**src/rtl/div_pkg.sv**
```systemverilog
// div_pkg: shared width defaults and FSM state constants for the restoring divider.
package div_pkg;
  localparam int DIV_WIDTH = 32;
  localparam int CNT_W = $clog2(DIV_WIDTH);
  localparam logic [2:0] S_IDLE = 3'd0;
  localparam logic [2:0] S_PREP = 3'd1;
  localparam logic [2:0] S_ITER = 3'd2;
  localparam logic [2:0] S_FIX  = 3'd3;
  localparam logic [2:0] S_DONE = 3'd4;
endpackage

```
**src/rtl/div_if.sv**
```systemverilog
// div_if: request/result handshake bundle between a divider client and div_sequencer.
interface div_if import div_pkg::*; #(parameter int WIDTH = DIV_WIDTH);
  logic               start;
  logic               is_signed;
  logic [WIDTH-1:0]   dividend;
  logic [WIDTH-1:0]   divisor;
  logic               busy;
  logic               result_valid;
  logic               result_ready;
  logic [2*WIDTH-1:0] result;
  logic               div_by_zero;
  modport master (
    output start, is_signed, dividend, divisor, result_ready,
    input  busy, result_valid, result, div_by_zero
  );
  modport slave (
    input  start, is_signed, dividend, divisor, result_ready,
    output busy, result_valid, result, div_by_zero
  );
endinterface

```
**src/rtl/div_step.sv**
```systemverilog
// div_step: one combinational restoring-division iteration on a {rem,quo} pair.
module div_step import div_pkg::*; #(parameter int WIDTH = DIV_WIDTH) (
  input  logic [WIDTH-1:0] rem_i,
  input  logic [WIDTH-1:0] quo_i,
  input  logic [WIDTH-1:0] divisor_i,
  output logic [WIDTH-1:0] rem_o,
  output logic [WIDTH-1:0] quo_o
);
  logic [WIDTH:0]   sh;
  logic [WIDTH+1:0] diff;
  always_comb begin
    sh    = {rem_i, quo_i[WIDTH-1]};
    diff  = {1'b0, sh} - {2'b00, divisor_i};
    rem_o = diff[WIDTH+1] ? sh[WIDTH-1:0] : diff[WIDTH-1:0];
    quo_o = {quo_i[WIDTH-2:0], ~diff[WIDTH+1]};
  end
endmodule

```
**src/rtl/div_sequencer.sv**
```systemverilog
// div_sequencer: multi-cycle signed/unsigned restoring divider with valid/ready result handshake.
module div_sequencer import div_pkg::*; #(parameter int WIDTH = DIV_WIDTH) (
  input logic clk,
  input logic reset_n,
  div_if.slave bus
);
  localparam int CW = $clog2(WIDTH);
  logic [2:0]         state_q, state_d;
  logic               valid_q, dbz_q, hs;
  logic [2*WIDTH-1:0] result_q;
  logic [WIDTH-1:0]   a_q, b_q, rem_q, quo_q, dvs_q, rem_nx, quo_nx, a_mag, b_mag;
  logic               signed_q, qneg_q, rneg_q, zero_q;
  logic [CW-1:0]      cnt_q;
  assign hs    = valid_q & bus.result_ready;
  assign a_mag = (signed_q & a_q[WIDTH-1]) ? -a_q : a_q;
  assign b_mag = (signed_q & b_q[WIDTH-1]) ? -b_q : b_q;
  always_comb begin
    state_d = state_q;
    case (state_q)
      S_IDLE:  state_d = bus.start ? S_PREP : S_IDLE;
      S_PREP:  state_d = (b_q == '0) ? S_DONE : S_ITER;
      S_ITER:  state_d = (cnt_q == '0) ? S_FIX : S_ITER;
      S_FIX:   state_d = S_DONE;
      S_DONE:  state_d = hs ? S_IDLE : S_DONE;
      default: state_d = S_IDLE;
    endcase
  end
  // Result is captured on the first DONE cycle and only then flagged valid.
  always_ff @(posedge clk or negedge reset_n) begin
    if (!reset_n) begin
      state_q  <= S_IDLE;
      valid_q  <= 1'b0;
      result_q <= '0;
      dbz_q    <= 1'b0;
    end else begin
      state_q <= state_d;
      valid_q <= (state_q == S_DONE) & ~hs;
      if (state_q == S_DONE && !valid_q) begin
        result_q <= {rem_q, quo_q};
        dbz_q    <= zero_q;
      end
    end
  end
  always_ff @(posedge clk) begin
    case (state_q)
      S_IDLE: if (bus.start) begin
        a_q      <= bus.dividend;
        b_q      <= bus.divisor;
        signed_q <= bus.is_signed;
      end
      S_PREP: begin
        zero_q <= (b_q == '0);
        rem_q  <= (b_q == '0) ? a_q : '0;
        quo_q  <= (b_q == '0) ? '1 : a_mag;
        dvs_q  <= b_mag;
        qneg_q <= signed_q & (a_q[WIDTH-1] ^ b_q[WIDTH-1]);
        rneg_q <= signed_q & a_q[WIDTH-1];
        cnt_q  <= CW'(WIDTH - 1);
      end
      S_ITER: begin
        rem_q <= rem_nx;
        quo_q <= quo_nx;
        cnt_q <= cnt_q - 1'b1;
      end
      S_FIX: begin
        quo_q <= qneg_q ? -quo_q : quo_q;
        rem_q <= rneg_q ? -rem_q : rem_q;
      end
      default: ;
    endcase
  end
  div_step #(.WIDTH(WIDTH)) u_step (
    .rem_i(rem_q), .quo_i(quo_q), .divisor_i(dvs_q), .rem_o(rem_nx), .quo_o(quo_nx)
  );
  assign bus.busy         = (state_q != S_IDLE);
  assign bus.result_valid = valid_q;
  assign bus.result       = result_q;
  assign bus.div_by_zero  = dbz_q;
endmodule

```
**src/flat_wrapper.sv**
```systemverilog
// flat-port wrapper written by rule: the top's interface ports become plain ports
module div_sequencer_flat import div_pkg::*;
#(parameter int WIDTH = DIV_WIDTH)
  (clk, reset_n, bus_start, bus_is_signed, bus_dividend, bus_divisor, bus_result_ready, bus_busy, bus_result_valid, bus_result, bus_div_by_zero);
  div_if #(.WIDTH(WIDTH)) bus_i ();
  input logic clk;
  input logic reset_n;
  input wire logic [$bits(bus_i.start)-1:0] bus_start;
  input wire logic [$bits(bus_i.is_signed)-1:0] bus_is_signed;
  input wire logic [$bits(bus_i.dividend)-1:0] bus_dividend;
  input wire logic [$bits(bus_i.divisor)-1:0] bus_divisor;
  input wire logic [$bits(bus_i.result_ready)-1:0] bus_result_ready;
  output wire logic [$bits(bus_i.busy)-1:0] bus_busy;
  output wire logic [$bits(bus_i.result_valid)-1:0] bus_result_valid;
  output wire logic [$bits(bus_i.result)-1:0] bus_result;
  output wire logic [$bits(bus_i.div_by_zero)-1:0] bus_div_by_zero;
  assign bus_i.start = bus_start;
  assign bus_i.is_signed = bus_is_signed;
  assign bus_i.dividend = bus_dividend;
  assign bus_i.divisor = bus_divisor;
  assign bus_i.result_ready = bus_result_ready;
  assign bus_busy = bus_i.busy;
  assign bus_result_valid = bus_i.result_valid;
  assign bus_result = bus_i.result;
  assign bus_div_by_zero = bus_i.div_by_zero;
  div_sequencer #(.WIDTH(WIDTH)) u_core (.clk(clk), .reset_n(reset_n), .bus(bus_i));
endmodule
```
**config.mk**
```make
export PLATFORM = sky130hd
export DESIGN_NAME = div_sequencer_flat
export DESIGN_NICKNAME = d
export VERILOG_FILES = /design/src/rtl/div_pkg.sv /design/src/rtl/div_if.sv /design/src/rtl/div_step.sv /design/src/rtl/div_sequencer.sv /design/src/flat_wrapper.sv
export SDC_FILE = /design/constraint.sdc
export NUM_CORES = 1
export LEC_CHECK = 0
export ABC_AREA = 0
export BUFFER_PORTS_ARGS = -buffer_cell sky130_fd_sc_hd__buf_2
export CAP_MARGIN = 20
export CELL_PAD_IN_SITES_DETAIL_PLACEMENT = 1
export CELL_PAD_IN_SITES_GLOBAL_PLACEMENT = 1
export CORE_ASPECT_RATIO = 1.5
export CORE_MARGIN = 8
export CORE_UTILIZATION = 43
export CTS_BUF_LIST = sky130_fd_sc_hd__clkbuf_4 sky130_fd_sc_hd__clkbuf_8 sky130_fd_sc_hd__clkbuf_16
export DETAILED_ROUTE_END_ITERATION = 7
export HOLD_SLACK_MARGIN = 0.05
export PLACE_DENSITY = 0.78
export SLEW_MARGIN = 20
export SYNTH_ARGS = -nofsm -noshare
export SYNTH_HDL_FRONTEND = slang
export SYNTH_SLANG_ARGS = --single-unit
```
**constraint.sdc**
```tcl
create_clock -name clk -period 4 [get_ports clk]
set_input_delay 0.8 -clock clk [delete_from_list [all_inputs] [get_ports clk]]
set_output_delay 0.8 -clock clk [all_outputs]
set_load 0.01 [all_outputs]
```
### Word level (Yosys, flattened, before mapping)

Index checks and enable logic that the tools add are counted.

* register bits: 238
* input bits: 69
* output and inout bits: 67
* logic and storage cells: 60

* add/sub/neg operators: 6
* equal/unequal tests: 6
* mux-type cells: 15
* bitwise logic cells: 8
* reductions and logical operators: 11

Operator list (count)
* 2-to-1 mux 32 bit: 7
* case mux 32 bit (3 select lines): 2
* negator 32 bit: 4
* subtractor 33 x 32 -> 34 bit: 1
* zero test 32 bit: 1
* case mux 3 bit (5 select lines): 1
* case mux 5 bit (2 select lines): 1
* equality test 3 x 2 -> 1 bit, second input constant: 2
* 2-to-1 mux 3 bit: 2
* AND reduction 2 bit: 3
* nonzero test 3 bit: 2
* bitwise AND 1 bit: 5
* zero test 5 bit: 1
* subtractor 5 x 1 -> 5 bit, second input constant: 1
* != test 2 x 1 -> 1 bit, second input constant: 2
* equality test 3 x 1 -> 1 bit, second input constant: 1
* equality test 3 bit, second input constant: 1
* zero test 3 bit: 1
* 2-to-1 mux 1 bit: 2
* NOT 1 bit: 2
* nonzero test 2 bit: 1
* logical AND 1 bit: 1
* zero test 1 bit: 1
* bitwise XOR 1 bit: 1

### Longest topological paths before layout

* depth after elaboration: 4
* depth in mapped cells: 14
* gate-level depth less buffers: 12

### Cells and area by module

From an unflattened synthesis, not the netlist that was laid out.

* cell total of the unflattened synthesis: 1353
* area total of the unflattened synthesis: 14222.4 µm²

By module, submodules not included
* div_sequencer: times used 1, cells each 949, area each 11559.8 µm², seq. area each 6801.5 µm²
* div_step: times used 1, cells each 404, area each 2662.6 µm², seq. area each 0.0 µm²

### Worst setup path after synthesis

No wires, ideal clock.

* kind: reg2reg
* start: reg u_core.state_q[0]
* end: reg u_core.a_q[0] (enable)
* library setup time: 0.489 ns
* arrival: 3.805 ns
* data required time: 3.511 ns
* path slack: -0.294 ns
* cell stages (with the launch flop): 5
* path buffers: 2
* period minus slack after synthesis: 4.294 ns
* cell sequence: dfrtp_1 > buf_2 > clkbuf_1 > or3_1 > nor2_1

* longest elaborated chain between the ends: 2

RTL lines
* start: declaration: line div_sequencer.sv:8 `logic [2:0] state_q, state_d;`
* start signal: assignment: line div_sequencer.sv:36 `state_q <= state_d;`
* zero test 3 bit: line div_sequencer.sv:45 `case (state_q)`
* AND reduction 2 bit (no source line)
* end signal: assignment: line div_sequencer.sv:47 `a_q <= bus.dividend;`
* end: declaration: line div_sequencer.sv:11 `logic [WIDTH-1:0] a_q, b_q, rem_q, quo_q, dvs_q, rem_nx, quo_nx, a_mag, b_mag;`

No other way between the ends.
A chain may end at the register's enable or synchronous reset.

### Worst setup path after layout

* start: reg u_core.rem_q[0]
* end: reg u_core.rem_q[28] (data pin)

* longest elaborated chain between the ends: 3
* elaborated cells between the ends (all ways): 5
* classes of those cells: add/sub: 2; mux: 3

RTL lines
* start: declaration: line div_sequencer.sv:11
* start signal: assignment: line div_sequencer.sv:53 `rem_q <= (b_q == '0) ? a_q : '0;`
* start signal: assignment: line div_sequencer.sv:61 `rem_q <= rem_nx;`
* start signal: assignment: line div_sequencer.sv:67 `rem_q <= rneg_q ? -rem_q : rem_q;`
* subtractor 33 x 32 -> 34 bit / negator 32 bit (equally long branches): line div_step.sv:13, div_sequencer.sv:67
* 2-to-1 mux 32 bit (on tied branches): line div_step.sv:14, div_sequencer.sv:67
* case mux 32 bit (3 select lines) *: line div_sequencer.sv:45

Every way passes the cells marked *; elsewhere a longest branch is shown, timed or not. The select of a mux whose other input is x is not followed.

==> qor.yml <==
worst_setup_path:
  crit_family: "simple AND/OR/NAND/NOR gates"
  slowest_delay_ps: 510
  rr_startpoint: "u_core.rem_q[0]"
  cp_slowest_cell: "or4b_4"
  worstReg2RegEnd: "u_core.rem_q[28]"
  regToRegSetupSlack_ps: 310
  crit_path_end_kind: "flop"
  path_buf_inv: 1
  crit_arrival_ps: 3970
  crit_chain: "inv_1, ha_1, or4b_4, or3_4, or4_4, or4_4, nor4_2, xnor2_1, a22o_1, a31oi_1, o21ai_1"
  rr_worst_depth: 11
  cpMostUsedCell: "or4_4"
  crit_path_max_fanout: 6
  path_class: "reg2reg"
  required_ps: 4280
  start_kind: "flop"
placement:
  place_inst: 1724
  post-place-ws_ps: 335.9
  dpl_cell_area_mm2: 0.01461
  io_buffers: 135
  place_hpwl_um: 29090
  routabilityCongestion: 0.8844
yosys:
  avgSynthCellArea_um2: 11.09
  synth_edf_count: 169
  synthArstFlopShare_pct: 28.99
  yosys_warnings: 0
  synth_area_leader_cell: "edfxtp_1"
  synth_area_mm2: 0.01330
  yosys-top-cells-area: "edfxtp_1 (38%), dfrtp_1 (13%), mux2_2 (5.5%), xnor2_1 (5.1%), ha_1 (3.5%)"
  synth-seq-cells: 238
  syn_inst: 1199
  synth-seq-area-share_pct: 51.15
  synth_top_area_share_pct: 38.16
  synth_nets: 1306
  synth_cell_types: 65
  synth_top_flop_cell: "edfxtp_1"
die:
  coreArea_mm2: 0.03074
  die_h_um: 231.4
  initial_utilization_pct: 43.26
  die_x_um: 159.6
  io_pins: 136
  fp.dieArea_mm2: 0.03692
  num_rows: 79
cts:
  clk_path_buf_depth: 3
  cts_setup_buffers: 0
  clk_latency_ps: 540
  cts.sinks: 238
  cts_tree: "done"
  root_buffer: "clkbuf_16"
  htreeDepth: 1
  cts_made_buffers: 26
  cts.hold.buffers_added: 0
  path_clk_slew_ps: 60
  cts_resized: 0
sta:
  fin_ws_ps: 308.6
  slew_headroom_pct: 27.72
  finalSetupTns_ps: 0
  rsz0062_at_grt: "no"
  post-route-period-util_pct: 92.28
  tightestPinTransition_ps: 1083
  fin_hold_ws_ps: 400.9
  finalCriticalPeriod_ps: 3691
  hold_viol: 0
  setup_viol: 0
  report.final.slew_viol_count: 0
  finClkSkew_ps: 9.943
  max_freq_ghz: 0.2709
pwr:
  power.total_mw: 13.87
  vdd_drop_max_mv: 0.4263
  p_seq_share_pct: 36.8
  power.density_mw_per_mm2: 895.4
  internal-power_mw: 8.185
  clkPwrFrac_pct: 17.8
  power_leakage_nw: 6.072
  sw_frac_of_total_pct: 40.99
  comb_power_share_pct: 45.4
  switchingPower_mw: 5.686
global_routing:
  grt_busiest_layer: "met2"
  grt_util_met3_pct: 2.593
  first_global_vias: 11110
  grt_pass1_wl_um: 60430
  use_met1_pct: 21.49
  antenna_found_initial: 0
  track_usage_pct: 20.45
  grt_max_degree: 70
  overflow: 0
  use_met2_pct: 38.76
run:
  maxCapViolCount: 0
drt:
  drt_first_pass_iters: 5
  first_iter_violations: 421
  wl_per_cell_um: 21.58
  drc: 0
  viasPerCell: 5.778
  routed_wirelength_um: 38230
  antenna_left: 0
  vias: 10240
final_layout:
  nets: 1454
  final_cell_mix: "edfxtp_1 (169), buf_2 (134), o21ai_0 (82)"
  nFillCells: 3339
  n_antenna_cell: 0
  finalNonFillerCells: 1772
  final_area_mm2: 0.01549
  layout_commonest_cell: "edfxtp_1"
  area_growth_pct: 16.50
  fin_util_pct: 50.40
  drive_gt1_share_pct: 22.31
worst_hold_path:
  hold_path_class: "in2async"
run_status:
  status: "completed"
-- routing by layer --
metal	part of all wire [%]	vias up
met5	0	-
met4	5.3	0
met3	3.7	97
met2	54	247
met1	37	5101
li1	-	4794
-- how the worst max path moves through the flow --
stage,slack [ps],depth (start not counted),end,from
finish,310,11,u_core.rem_q[28],u_core.rem_q[0]
CTS,310,11,u_core.rem_q[24],u_core.rem_q[0]
detailed placement,340,11,u_core.rem_q[30],u_core.rem_q[0]
global placement,450,11,u_core.rem_q[28],u_core.rem_q[0]
floorplan,560,12,u_core.rem_q[30],u_core.rem_q[0]
global route,150,10,u_core.rem_q[7],u_core.b_q[7]
-- power by group through the flow --
| stage | clock network, mW | registers (mW) | logic, mW |
|---|---|---|---|
| floorplan | 0 | 4.90 | 4.18 |
| global placement | 0 | 5.08 | 6.05 |
| detailed placement | 0 | 5.13 | 6.28 |
| CTS | 2.53 | 5.10 | 6.33 |
| global route | 2.61 | 5.24 | 6.93 |
| finish | 2.47 | 5.11 | 6.29 |
-- synthesized netlist by cell type (7+ instances only) --
library cell  count
a21o_1           13
nor2b_1          10
nor4_1           20
o21a_1           10
mux2i_1          26
nand2_1          74
nand2b_1         12
and3_1           12
a22oi_1          41
inv_1            53
nand4_1           8
nor2_1           62
dfrtp_1          69
or3_1            14
o311ai_0          8
xnor2_1          78
or4_1            14
nand3_1          20
xor2_1           46
a31oi_1          20
a22o_1            7
mux2_2           65
a21oi_1          58
o31ai_1          11
nor3_1           23
o211ai_1         11
edfxtp_1        169
o21ai_0          82
clkbuf_1         42
ha_1             37
-- state kept, by name, indices dropped and copies added (netlist names), 3 cells and up --
register and count:
u_core.quo_q 32, u_core.bus.result 64, u_core.state_q 3, u_core.dvs_q 32, u_core.cnt_q 5, u_core.rem_q 32
u_core.a_q 32, u_core.b_q 32
-- kinds of logic (layout without fill, tap and decap cells) --
logic type	after synthesis	after routing	share of synthesized area (%)
AOI/OAI and AO/OA	305	305	14.83
xor gates and xnor gates	124	124	8.167
muxes	91	91	7.461
DFF	238	238	51.15
and+or+nand+nor	295	295	11.52
buffers and inverters	108	276	3.246
adders and majority gates	38	38	3.632
-- cell type report --
type / count / area (um^2) / share of cell area (%)
timing repair buffer: 175 / 1016 / 6.558
clock buffer: 35 / 742.0 / 4.789
multi-input combinational: 853 / 6090 / 39.31
sequential: 238 / 6802 / 43.90
tap: 405 / 506.7 / 3.271
clock inverter: 13 / 137.6 / 0.8884
inverter: 53 / 198.9 / 1.284
(Power assumes the default switching activity.)
